**src/rtl/mc_boot_loader.sv**
```systemverilog
`timescale 1ns/1ps
// Boot sequencer: streams a program image into instruction memory (optionally mirrored
// into data memory), then releases the cores from reset one at a time with a fixed stagger.
module mc_boot_loader #(
    parameter int                    NUM_CORES   = 2,
    parameter int                    DATA_WIDTH  = 32,
    parameter int                    ADDR_WIDTH  = 32,
    parameter int                    MEM_WORDS   = 4096,
    parameter logic [ADDR_WIDTH-1:0] BOOT_BASE   = '0,
    parameter int                    RELEASE_GAP = 4,
    parameter bit                    MIRROR_DMEM = 1'b1
) (
    input  logic                         clk,
    input  logic                         rst,
    input  logic                         start,
    input  logic                         s_valid,
    output logic                         s_ready,
    input  logic [DATA_WIDTH-1:0]        s_data,
    input  logic                         s_last,
    output logic                         imem_we,
    output logic                         dmem_we,
    output logic [ADDR_WIDTH-1:0]        mem_addr,
    output logic [DATA_WIDTH-1:0]        mem_wdata,
    output logic [NUM_CORES-1:0]         core_rst_n,
    output logic                         boot_done,
    output logic                         load_error,
    output logic [$clog2(MEM_WORDS):0]   word_count
);

    localparam int WC_W     = $clog2(MEM_WORDS) + 1;
    localparam int LAST_REL = (NUM_CORES - 1) * RELEASE_GAP;
    localparam int RC_W     = $clog2(LAST_REL + 2);

    typedef enum logic [2:0] {IDLE, LOAD, RELEASE, RUN, ERROR} state_t;

    state_t          state;
    state_t          next_state;
    logic [RC_W-1:0] rel_cnt;
    logic            accept;
    logic            overflow;
    logic            last_rel;
    logic            start_load;

    // Valid/ready: a word transfers on every cycle where s_valid && s_ready are both high;
    // s_ready is registered and only ever high while loading.
    assign accept     = s_valid && s_ready && (state == LOAD);
    assign overflow   = accept && !s_last && (word_count == WC_W'(MEM_WORDS - 1));
    assign last_rel   = (rel_cnt == RC_W'(LAST_REL));
    assign start_load = (state != LOAD) && (next_state == LOAD);

    always_ff @(posedge clk or posedge rst) begin
        if (rst) state <= IDLE;
        else     state <= next_state;
    end

    always_comb begin
        next_state = state;
        case (state)
            IDLE:    if (start) next_state = LOAD;
            LOAD: begin
                if (accept && s_last) next_state = RELEASE;
                else if (overflow)    next_state = ERROR;
            end
            RELEASE: if (last_rel) next_state = RUN;
            RUN:     if (start) next_state = LOAD;
            ERROR:   if (start) next_state = LOAD;
            default: next_state = IDLE;
        endcase
    end

    always_ff @(posedge clk or posedge rst) begin
        if (rst) begin
            s_ready    <= 1'b0;
            imem_we    <= 1'b0;
            dmem_we    <= 1'b0;
            mem_addr   <= '0;
            mem_wdata  <= '0;
            core_rst_n <= '0;
            boot_done  <= 1'b0;
            load_error <= 1'b0;
            word_count <= '0;
            rel_cnt    <= '0;
        end else begin
            s_ready <= (next_state == LOAD);
            imem_we <= accept;
            dmem_we <= MIRROR_DMEM & accept;
            if (accept) begin
                mem_wdata <= s_data;
                mem_addr  <= BOOT_BASE + (ADDR_WIDTH'(word_count) << 2);
            end

            if (start_load) begin
                word_count <= '0;
                load_error <= 1'b0;
                core_rst_n <= '0;
                boot_done  <= 1'b0;
            end else if (accept && (word_count != WC_W'(MEM_WORDS))) begin
                word_count <= word_count + 1'b1;
            end

            if (overflow) load_error <= 1'b1;

            // Counter is zero on the first RELEASE cycle, so core 0 always goes first.
            if (state == RELEASE) begin
                rel_cnt <= rel_cnt + 1'b1;
                for (int i = 0; i < NUM_CORES; i++) begin
                    if (rel_cnt == RC_W'(i * RELEASE_GAP)) core_rst_n[i] <= 1'b1;
                end
                if (last_rel) boot_done <= 1'b1;
            end else begin
                rel_cnt <= '0;
            end
        end
    end

endmodule

```
**config.mk**
```make
export PLATFORM = sky130hd
export DESIGN_NAME = mc_boot_loader
export DESIGN_NICKNAME = d
export VERILOG_FILES = /design/src/rtl/mc_boot_loader.sv
export SDC_FILE = /design/constraint.sdc
export NUM_CORES = 1
export LEC_CHECK = 0
export ABC_CLOCK_PERIOD_IN_PS = 2400
export BUFFER_PORTS_ARGS = -buffer_cell sky130_fd_sc_hd__clkbuf_2
export CORE_MARGIN = 2
export CORE_UTILIZATION = 48
export DETAILED_ROUTE_END_ITERATION = 8
export PLACE_DENSITY_LB_ADDON = 0.12
export SYNTH_ARGS = -nofsm -noshare
export SYNTH_HDL_FRONTEND = slang
export SYNTH_SLANG_ARGS = --single-unit
```
**constraint.sdc**
```tcl
create_clock -name clk -period 2.4 [get_ports clk]
set_input_delay 0.24 -clock clk [delete_from_list [all_inputs] [get_ports clk]]
set_output_delay 0.24 -clock clk [all_outputs]
set_load 0.01 [all_outputs]
```
=== Word level (Yosys, flattened, before mapping) ===
Index checks and enable logic that the tools add are counted.

* Register bits after elaboration: 70
* Bits of input ports: 37
* Output and inout bits: 84
* Logic and storage cells: 51

* Add/sub/neg operators: 2
* Eq/ne operators: 9
* Multiplexer cells: 17
* Reduce and logical (&&, ||, !) cells: 13

{| class="wikitable"
|+ Operator list
! cell !! count
|-
| 13-bit two-way mux || 2
|-
| 3-bit two-way mux || 5
|-
| 13-bit by 1-bit adder with 13-bit output (second input constant) || 1
|-
| 13-bit by 12-bit == test with 1-bit output (second input constant) || 1
|-
| 13-bit != test (second input constant) || 1
|-
| 3-bit case mux with 3 select lines || 1
|-
| 1-bit logical AND || 7
|-
| 1-bit two-way mux || 7
|-
| 3-bit by 1-bit == test with 1-bit output (second input constant) || 2
|-
| 3-bit by 2-bit == test with 1-bit output (second input constant) || 2
|-
| 3-bit == test (second input constant) || 2
|-
| 3-bit zero test || 2
|-
| 2-bit two-way mux || 2
|-
| 2-bit nonzero test || 2
|-
| 3-bit by 1-bit adder with 3-bit output (second input constant) || 1
|-
| 3-bit by 1-bit != test with 1-bit output (second input constant) || 1
|-
| 3-bit OR reduction || 1
|-
| 1-bit zero test || 1
|}

=== Depth between registers and ports, before layout ===
* Depth in word-level cells: 12
* Depth in mapped cells: 7
* Mapped depth without buffers: 6

=== Least setup slack after synthesis ===
No wires, ideal clock.

* Kind: reg-to-reg
* Start point: reg word_count[1]
* End point: reg word_count[12]
* Setup time: 77 ps
* Arrival: 1413 ps
* Required time: 2323 ps
* Path slack: 910 ps
* Cell stages (with the launch flop): 6
* Buffers on the path: 0
* Period minus slack after synthesis: 1490 ps
* Cells stage by stage: dfrtp_1 -> ha_1 -> and4_1 -> nand3_1 -> or3_1 -> a21oi_1

* Longest elaborated chain between the ends: 8
* Elaborated cells on any way between the ends: 13
* Those cells by class: 1 x add/sub; 3 x eq/ne; 5 x mux; 4 x reduce/logical

{| class="wikitable"
|+ RTL lines
! what !! line !! text
|-
| from (decl) || 27 || <nowiki>output logic [$clog2(MEM_WORDS):0] word_count</nowiki>
|-
| from (signal assigned) || 98 || <nowiki>word_count <= word_count + 1'b1;</nowiki>
|-
| 13-bit by 12-bit == test with 1-bit output || 47 || <nowiki>assign overflow = accept && !s_last && (word_count == WC_W'(MEM_WORDS - 1));</nowiki>
|-
| 1-bit logical AND || 47 ||
|-
| 3-bit two-way mux || 62 || <nowiki>else if (overflow) next_state = ERROR;</nowiki>
|-
| 3-bit two-way mux || 61 || <nowiki>if (accept && s_last) next_state = RELEASE;</nowiki>
|-
| 3-bit case mux with 3 select lines || 58 || <nowiki>case (state)</nowiki>
|-
| 3-bit by 1-bit == test with 1-bit output || 49 || <nowiki>assign start_load = (state != LOAD) && (next_state == LOAD);</nowiki>
|-
| 1-bit logical AND || 49 ||
|-
| 13-bit two-way mux / 2-bit nonzero test (equally long branches) || - ||
|}

Several ways; a longest one is shown, not always the timed one. The select of a mux whose other input is x is not followed.
A chain may end at the register's enable or synchronous reset.

=== Final worst setup path ===
* Start point: reg word_count[0]
* End point: reg word_count[2]

Same word-level chain as after synthesis.

==> results.md <==
Run status:
- The flow ran to the end, and the final reports show no timing, DRC or antenna violations.

Clock tree:
- The root buffer cell chosen for the clock tree is clkbuf_8.
- Clock tree synthesis inserted a total of 9 buffers.
- Clock latency on the worst-skew pair, taken at its later pin, is 330 ps.
- In this run the deepest clock path goes through 2 buffers.
- TritonCTS built the clock tree.
- The clock net sink count is 70.
- The post-cts resize count is 0.
- In this run the number of H-tree levels came out at 3.
- Clock-pin slew was measured on the worst setup and hold paths at 70 ps.

Layout:
- The area added between synthesis and finish is 21.7%.
- Summing all non-filler instances in the final layout gives an area of 3760 µm².
- The number of inserted filler cells in the final layout is 622.
- Of the cells placed in the final design, the portion with a size suffix greater than 1 is 28.1%.
- The number of antenna diodes in the final layout is 0.
- The final layout contains 485 nets.

Timing:
- In the post-route analysis, the smallest setup slack over all paths is 693 ps.
- The count of endpoints failing hold in the final timing report is 0.
- The number of setup violations in the final report is 0.
- The total negative slack for setup checks is 0 ps.
- The final number of max-transition violations came to 0.
- Dividing the final minimum period by the clock period gives 71.1%.
- The slew of the pin with the lowest slew margin is 575 ps.
- The clock arrives with 7.55 ps of skew.
- Setup repair after global routing left no endpoint under its margin.
- The top achievable clock speed is 586 MHz.
- The final critical-path required period is 1710 ps.
- The max-slew headroom at the worst pin is 61.6%.

Drt:
- The total routed wirelength is 6720 µm.
- The average wire per standard cell is 12.8 µm.
- The remaining routing DRC violations is 0.
- The number of optimization iterations in the first detailed-route pass is 4.
- The per-cell via count in the routed design is 4.82.
- The count of antenna-violating nets left after detailed routing is 0.
- For this block, the initial DRC count from the detailed router was 81.
- The via count is 2,536.

Critical path:
- The largest individual stage delay along the critical path comes from the cell dfrtp_1.
- The maximum fanout count along the critical path is 5.
- At the worst endpoint, the required time is 2660 ps.
- The critical path's largest stage delay is 440 ps.
- The most prevalent standard cell on the critical path is nand3_1.
- Data arrives at the worst endpoint at 1960 ps.
- Walking the worst path, the cells encountered are inv_1 > ha_1 > nor4b_1 > nand3_1 > nand3_1 > mux2i_1.
- The kind of cell with the highest combined delay along the critical path is simple AND/OR/NAND/NOR gates.
- The number of buffers and inverters on the critical path is 1.
- Setup slack on the worst reg-to-reg path comes out at 690 ps.
- The worst setup path is of the flop to flop kind.
- The endpoint of the worst-slack reg-to-reg timing path is word_count[2]$_DFFE_PP0P_.
- The category of the worst setup path capture point is a flop.
- The startpoint class of the critical path is a flop.
- The reg-to-reg critical path startpoint is word_count[0]$_DFFE_PP0P_.
- The depth of the worst register-to-register path is 6.

Logic synthesis:
- The post-synthesis average cell area is 9.11 µm².
- Ranked by total cell area, the synthesized netlist is headed by dfrtp_1, nand2_1, buf_4.
- The distinct cell type count after synthesis is 35.
- The share of synthesized flip-flops with an asynchronous set or reset is 100%.
- The Yosys warning count is 0.
- The synthesized design contains 70 register bits.
- The mapped cell area is 3090 µm².
- After synthesis, the largest area contributor takes up 56.7% of total cell area.
- The number of standard cells after synthesis is 339.
- Among all flip-flop cells after synthesis, the most frequent one is dfrtp_1.
- The commonest cells after synthesis are nand2_1, dfrtp_1, buf_4.
- The number of enable-type register cells in the synthesized netlist is 0.
- Sequential cells were found to cover 56.7% of the synthesized design area.
- The top cell type by total area after synthesis is dfrtp_1.
- nand2_1 is the most common cell in the netlist.

Pwr:
- The total leakage power is 2.15 nW.
- The maximum vdd ir drop is 0.000542 V.
- The power density over cell area is 986 nW/µm².
- The overall power after layout is 3.70 mW.

Hold path:
- The path class of the tightest hold or removal check is primary input to flop.
- In this run the most critical hold path is launched from s_data[25].
- The hold-critical path depth is 3.
- For hold timing, the worst endpoint is mem_wdata[25]$_DFFE_PP0N_.

Global routing:
- The via count of the first global-routing pass came to 2,461.
- The largest net degree at the start of global routing is 50.
- The first global-routing pass estimated 11,400 µm of wire.
- The number of antenna violations at the first check in global routing is 0.
- The total global-route track usage is 20.1%.
- Global routing finished with a remaining overflow of 0.

Floorplan:
- Pin placement for this block handled 121 I/O pins.
- In this run the core area contains 29 standard-cell rows.
- The die area is 7090 µm².
- The total area inside the core boundary comes to 6280 µm².
- The floorplan die height is 84.2 µm.
- The horizontal extent of the die is 84.2 µm.
- The initial core utilization is 49.2%.

Placed design:
- After detailed placement, the total cell area comes to 3590 µm².
- The pre-CTS setup slack is 709 ps.
- The half-perimeter wire length after placement is 4790 µm.
- The count of buffers from port buffering is 101.
- Routability-driven placement finished with a final weighted congestion of 0.814.

Run:
- The max-capacitance violation count is 0.
-- metrics by stage --
stage	instances	hold WS (ps)	utilization, %
CTS	526	86.1	59.9
finish	526	97.5	59.9
global route	526	83.9	59.9
global placement	509	316	57.2
floorplan	357	345	-
detailed placement	509	321	57.2
-- worst register-to-register path, cell delays in order (launching register included) --
cell	delay (ps)
dfrtp_1	440
inv_1	130
ha_1	150
nor4b_1	380
nand3_1	220
nand3_1	140
mux2i_1	180
-- state kept, by name, summed over array words and instances (netlist names) --
signal and count:
boot_done 1, core_rst_n 2, dmem_we 1, load_error 1
mem_addr 13, mem_wdata 32, rel_cnt 3, s_ready 1
state 3, word_count 13
-- cells by family (layout without fill, tap and decap cells) --
| kind of cell | count (synthesis) | count (layout) | share of synthesized area [%] |
|---|---|---|---|
| and+or+nand+nor | 193 | 193 | 27.2 |
| DFF | 70 | 70 | 56.7 |
| buffers and inverters | 39 | 131 | 7.86 |
| AOI/OAI and AO/OA | 24 | 24 | 4.17 |
| xor gates and xnor gates | 7 | 7 | 1.99 |
| adders and majority gates | 4 | 4 | 1.62 |
| other | 1 | 19 | 0.121 |
| muxes | 1 | 1 | 0.324 |
-- placed cells by master, fill, tap and decap left out, types with 5 or more instances in the layout --
cell	count
nand3_1	9
nand2_1	143
clkbuf_2	101
conb_1	19
a21oi_1	10
clkbuf_8	9
nor2_1	13
buf_4	6
o21ai_1	9
dfrtp_1	70
inv_1	5
-- power breakdown --
| part | internal (mW) | switching, mW |
|---|---|---|
| Sequential | 1.50 | 0.201 |
| Combinational | 0.467 | 0.747 |
| Clock | 0.373 | 0.413 |
| Total | 2.34 | 1.36 |
-- what timing repair did --
item / in CTS / in global routing
setup buffers: 0 / 0
hold buffers: 1 / 0
endpoints found under the hold margin: 26 / 0
-- layout make-up --
cell class / instances / area, µm² / share of cell area [%]
Inverter: 7 / 26.3 / 0.699
Timing Repair Buffer: 108 / 561 / 14.9
Tap cell: 77 / 96.3 / 2.56
Clock inverter: 4 / 23.8 / 0.633
Multi-Input combinational cell: 248 / 1160 / 31.0
Sequential cell: 70 / 1750 / 46.6
Clock buffer: 12 / 135 / 3.60
-- how the worst max path moves through the flow --
stage	slack, ps	start	end	cells past startpoint
3_5_place_dp	710	word_count[0]$_DFFE_PP0P_	word_count[2]$_DFFE_PP0P_	6
6_report	690	word_count[0]$_DFFE_PP0P_	word_count[2]$_DFFE_PP0P_	6
2_1_floorplan	390	rst	boot_done$_DFF_PP0_	1
4_1_cts	690	word_count[0]$_DFFE_PP0P_	word_count[2]$_DFFE_PP0P_	6
5_1_grt	500	word_count[0]$_DFFE_PP0P_	word_count[2]$_DFFE_PP0P_	6
3_3_place_gp	800	word_count[0]$_DFFE_PP0P_	word_count[2]$_DFFE_PP0P_	6
-- layer usage --
metal  wire [µm]  global-route usage [%]  vias up  part of all wire (%)
met1        3100                    28.2     1194                    46
met3         400                    4.03        6                   6.0
met5           0                       0        -                     0
li1            -                       -     1250                     -
met4          54                    7.33        0                  0.80
met2        3160                    31.2       86                    47
No activity file was read; power rests on OpenSTA's default activity.
